$ cat config.mk
export PLATFORM = sky130hd
export DESIGN_NAME = elegant_storage
export DESIGN_NICKNAME = d
export VERILOG_FILES = /design/src/rtl/elegant_storage_pkg.sv /design/src/rtl/elegant_storage_parity.sv /design/src/rtl/elegant_storage.sv
export SDC_FILE = /design/constraint.sdc
export NUM_CORES = 1
export LEC_CHECK = 0
export BUFFER_PORTS_ARGS = -buffer_cell sky130_fd_sc_hd__buf_2
export CORE_UTILIZATION = 49
export DETAILED_ROUTE_END_ITERATION = 8
export GPL_ROUTABILITY_DRIVEN = 1
export HOLD_SLACK_MARGIN = 0.15
export PLACE_DENSITY = 0.8
export SETUP_SLACK_MARGIN = 0.1
export SYNTH_ARGS = -nofsm -noshare
export SYNTH_HDL_FRONTEND = slang
export SYNTH_SLANG_ARGS = --single-unit
export TNS_END_PERCENT = 20
$ cat constraint.sdc
create_clock -name clk -period 2.1 [get_ports clk]
set_input_delay 0 -clock clk [delete_from_list [all_inputs] [get_ports clk]]
set_output_delay 0 -clock clk [all_outputs]
set_load 0.02 [all_outputs]
$ cat src/rtl/elegant_storage_pkg.sv
// Shared constants and types for the elegant_storage block.
//   DefaultWidth : default data word width in bits
//   DefaultCntW  : default width of the saturating write counter
//   data_t       : data word at the default width
package elegant_storage_pkg;

  localparam int unsigned DefaultWidth = 8;
  localparam int unsigned DefaultCntW  = 8;

  typedef logic [DefaultWidth-1:0] data_t;

endpackage

$ cat src/rtl/elegant_storage_parity.sv
// Even-parity generator and checker (purely combinational).
// Ports:
//   i_wr_data    : word about to be written; its parity is produced on o_wr_parity
//   i_rd_data    : word currently held in storage
//   i_rd_parity  : parity bit stored alongside i_rd_data
//   o_wr_parity  : XOR reduction of i_wr_data (even-parity bit)
//   o_parity_err : high when the stored word and stored parity bit disagree
module elegant_storage_parity #(
  parameter int unsigned WIDTH = 8
) (
  input  logic [WIDTH-1:0] i_wr_data,
  input  logic [WIDTH-1:0] i_rd_data,
  input  logic             i_rd_parity,
  output logic             o_wr_parity,
  output logic             o_parity_err
);

  always_comb begin
    o_wr_parity  = ^i_wr_data;
    o_parity_err = (^i_rd_data) ^ i_rd_parity;
  end

endmodule

$ cat src/rtl/elegant_storage.sv
// Single-word storage register with a valid flag and a saturating write counter.
// Optional feature: define ELEGANT_STORAGE_PARITY_EN to add a stored even-parity
// bit and the parity_err output.
// Ports:
//   clk          : clock, all state updates on the rising edge
//   rst          : asynchronous active-high reset
//   write_enable : capture data_in at the rising edge when high
//   data_in      : value to store
//   data_out     : stored value, straight from the storage register
//   valid        : high once at least one write has completed since reset
//   write_count  : number of writes since reset, saturating at all-ones
//   parity_err   : (ELEGANT_STORAGE_PARITY_EN only) stored parity mismatch
module elegant_storage
  import elegant_storage_pkg::*;
#(
  parameter int unsigned WIDTH = DefaultWidth,
  parameter int unsigned CNT_W = DefaultCntW
) (
  input  logic             clk,
  input  logic             rst,
  input  logic             write_enable,
  input  logic [WIDTH-1:0] data_in,
  output logic [WIDTH-1:0] data_out,
  output logic             valid,
  output logic [CNT_W-1:0] write_count
`ifdef ELEGANT_STORAGE_PARITY_EN
  ,
  output logic             parity_err
`endif
);

  logic [WIDTH-1:0] r_data;
  logic             r_valid;
  logic [CNT_W-1:0] r_count;

  always_ff @(posedge clk or posedge rst) begin
    if (rst) begin
      r_data  <= '0;
      r_valid <= 1'b0;
      r_count <= '0;
    end else if (write_enable) begin
      r_data  <= data_in;
      r_valid <= 1'b1;
      // Hold at all-ones instead of wrapping back to zero.
      if (r_count != {CNT_W{1'b1}}) begin
        r_count <= r_count + CNT_W'(1);
      end
    end
  end

  assign data_out    = r_data;
  assign valid       = r_valid;
  assign write_count = r_count;

`ifdef ELEGANT_STORAGE_PARITY_EN
  logic r_parity;
  logic w_wr_parity;
  logic w_parity_err;

  elegant_storage_parity #(
    .WIDTH (WIDTH)
  ) u_parity (
    .i_wr_data    (data_in),
    .i_rd_data    (r_data),
    .i_rd_parity  (r_parity),
    .o_wr_parity  (w_wr_parity),
    .o_parity_err (w_parity_err)
  );

  // Parity is captured on the same edge as the data so the pair stays consistent.
  always_ff @(posedge clk or posedge rst) begin
    if (rst) begin
      r_parity <= 1'b0;
    end else if (write_enable) begin
      r_parity <= w_wr_parity;
    end
  end

  assign parity_err = w_parity_err;
`endif

endmodule

-- Word level (Yosys, flattened, before mapping)
Index checks and enable logic that the tools add are counted.
- bits in registers: 17
- logic and storage cells: 6
- output and inout bits: 17
- eq/ne operators: 1
- reductions and logical operators: 1
- add/sub/neg operators: 1
- operators by type and width (cell ; count):
    $add 8x1->8 const B ; 1
    $ne 8x8->1 const B ; 1
    $reduce_and 2->1 ; 1

-- Longest topological paths before layout
- word-level depth: 2
- gate-level depth with buffers: 4
- gate-level depth less buffers: 4

-- Worst setup path after synthesis
OpenSTA, ideal clock, no wires.
- kind: register -> register
- from: register r_count[0] (netlist: write_count[0])
- to: register r_count[1] (netlist: write_count[1])
- stages on the path, launching flop included: 5
- library setup time: 0.128 ns
- data required time: 1.972 ns
- setup slack: 0.592 ns
- clock period less this slack: 1.508 ns
- arrival: 1.381 ns
- path through: dfrtp_1 > ha_1 > nand4_2 > o21ai_2 > mux2_1
- cells in the longest elaborated chain, start to end: 2
- RTL lines (what ; RTL line ; text):
    start: declaration ; elegant_storage.sv:34 ; logic [CNT_W-1:0] r_count;
    start signal: assignment ; elegant_storage.sv:46 ; r_count <= r_count + CNT_W'(1);
    branches (longest 2 deep; another with $add 8x1->8) ; - ;
Several ways; the timed one is not identified.
A chain may end at the register's enable or synchronous reset.

-- Final worst setup path
Ends and elaborated chain as after synthesis.

==> results.toml <==
[final_layout]
final_common_cell = "buf_2"
layout-drive-gt1-share_pct = 44.79
stdcell_count = 111
diodes = 0
synthToLayoutAreaGrowth_pct = 37.87
nets = 109
final_cell_mix = "buf_2, dfrtp_1, mux2_2, dlygate4sd3_1, a21oi_1"

[status]
outcome = "completed"

[grt]
grtUsageTotal_pct = 23.06
antenna_found_initial = 0
grt_pass1_vias = 543
grt_pass1_wl_um = 2408
grt_overflow = 0
grt_max_degree = 18

[clock_network]
post_cts_resized = 0
cts-root-buf = "clkbuf_4"
clk_pin_slew_ns = 0.09
clock_latency_ns = 0.28
ctsHtreeMaxLevel = 1
cts_tree = "yes"
cts_setup_buffers = 0
cts_buffers = 3
clock-sinks = 17
cts_buffer_depth = 2

[yosys]
ys_top_cells_by_area = "dfrtp_1, mux2_2, and4_1"
synth_nets = 68
avgSynthCellArea_sq_um = 12.98
yosysUniqueCellTypes = 21
synth_top_area_cell = "dfrtp_1"
syn_inst = 56
ys_seq_area_share_pct = 58.52
synth-seq-cells = 17
syn_area_sq_um = 726.9
synth_top_area_share_pct = 58.52
yosysWarnings = 0

[timing]
rsz0062_at_grt = "false"
fmax_ghz = 0.6813
min_period_ns = 1.468
post-route-period-util_pct = 69.90
tightest_slew_ns = 0.6405
finalHoldViolCount = 0
fin_hold_ws_ns = 0.3623
slew_violations = 0
slew_headroom_pct = 57.25
setup_viol = 0
layout_setup_ws_ns = 0.6322
fin_skew_ns = 0.001819
finalSetupTns_ns = 0

[place]
io_buffer_count = 27
pre_cts_ws_ns = 0.6420
place.gp.congestion = 0.7330
hpwl_um = 1005
dp_cells = 97

[power]
power.leakage_uw = 0.0004818
powerDensity_nw_per_um2 = 1052
peakVddDrop_uv = 604.6
total_power_uw = 1055

[floorplan]
ios = 28
fp-row-count = 13
die_x_um = 40.52
core_area_sq_um = 1334
start_util_pct = 54.50
die_y_um = 40.52
dieArea_sq_um = 1641

[critical_path]
crit_required_ns = 2.27
endpoint_kind = "flip-flop"
rr_worst_depth = 4
cp_slowest_cell = "dfrtp_1"
startpoint_type = "flip-flop"
crit_cells = 4
cp_max_fo = 4
crit_buf_inv = 0
cpPeakStageDelay_ns = 0.41
crit_type = "flip-flop to flip-flop"
crit_arrival_ns = 1.63
cp_top_family = "flip-flops"
path_cells = "ha_1 > nand4_2 > o21ai_2 > mux2_1"

[drt]
drtAntennaViolNets = 0
dr.pass1.iters = 4
first_iter_violations = 6
drc = 0
drt-total-wl_um = 1555
num_vias = 582
via_per_inst = 5.243
wire_per_inst_um = 14.01

[min_path]
worstHoldPathType = "input port to async pin"

[run]
cap_violations = 0
## per-layer routing
metal	track usage [%]	vias to the layer above	part of all wire, %
li1	-	285	-
met1	29.27	280	46
met2	37.30	15	49
met3	3.333	2	3.3
met4	12.50	0	0.90
met5	0	-	0
## path summary, 6_finish.rpt
kind / slack [ns] / end / startpoint
worst min-delay path: 0.36 / data_out[4] / rst
max in group asynchronous: 1.33 / data_out[5] / rst
worst max-delay path: 0.63 / write_count[1] / write_count[0]
worst max register to register: 0.63 / write_count[1] / write_count[0]
worst min register to register: 0.47 / valid / valid
min in group clk: 0.47 / valid / valid
## kinds of logic (layout without fill, tap and decap cells)
| kind of cell | Yosys count | in the layout | synth area share, % |
|---|---|---|---|
| AO/OA/AOI/OAI | 7 | 7 | 5.680 |
| XOR/XNOR | 1 | 1 | 1.205 |
| adder cells (fa/ha/maj) | 1 | 1 | 1.721 |
| buffers and inverters | 2 | 42 | 1.204 |
| flip-flops | 17 | 17 | 58.52 |
| multiplexers | 11 | 11 | 17.04 |
| AND/OR/NAND/NOR | 17 | 17 | 14.63 |
## flip-flops by register name, summed over array words and instances, names as in the netlist
| signal | cells |
|---|---|
| write_count | 8 |
| valid | 1 |
| data_out | 8 |
## repair_timing
action,4_1_cts,5_1_grt
hold buffers,10,0
endpoints found under the hold margin,26,0
endpoints found under the setup margin,0,0
## tightest hold or removal path: stages
cell	delay [ns]
dlygate4sd3_1	0.54
buf_2	0.12
inv_1	0.47
## synth_stat cells
| cell type | count |
|---|---|
| a31oi_1 | 2 |
| inv_1 | 1 |
| o21ai_2 | 1 |
| nand3_1 | 1 |
| xnor2_1 | 1 |
| dfrtp_1 | 17 |
| and4_1 | 3 |
| nand2b_1 | 1 |
| nand4_1 | 1 |
| nor2_1 | 3 |
| or2_1 | 1 |
| and3_1 | 2 |
| nand2_1 | 2 |
| mux2_1 | 1 |
| or2_2 | 1 |
| and2_1 | 1 |
| mux2_2 | 10 |
| ha_1 | 1 |
| buf_2 | 1 |
| nand4_2 | 1 |
| a21oi_1 | 4 |
## stage by stage
stage | area [sq um] | util (%)
3_5_place_dp | 875.8 | 65.67
3_3_place_gp | 875.8 | 65.67
4_1_cts | 1002 | 75.14
6_report | 1002 | 75.14
5_1_grt | 1002 | 75.14
2_1_floorplan | 726.9 | -
## power by group
| group | internal (uW) | total, uW | switching, uW |
|---|---|---|---|
| registers | 408 | 512 | 104 |
| clock network | 73.6 | 166 | 92.6 |
| logic | 161 | 376 | 215 |
## area by class of cell
type,instances,area [sq um]
sequential,17,425.4
fill,97,331.6
multi-input combinational,37,292.8
timing repair buffer,37,235.2
clock buffer,4,26.28
tap,15,18.77
inverter,1,3.754
(Power assumes the default switching activity.)
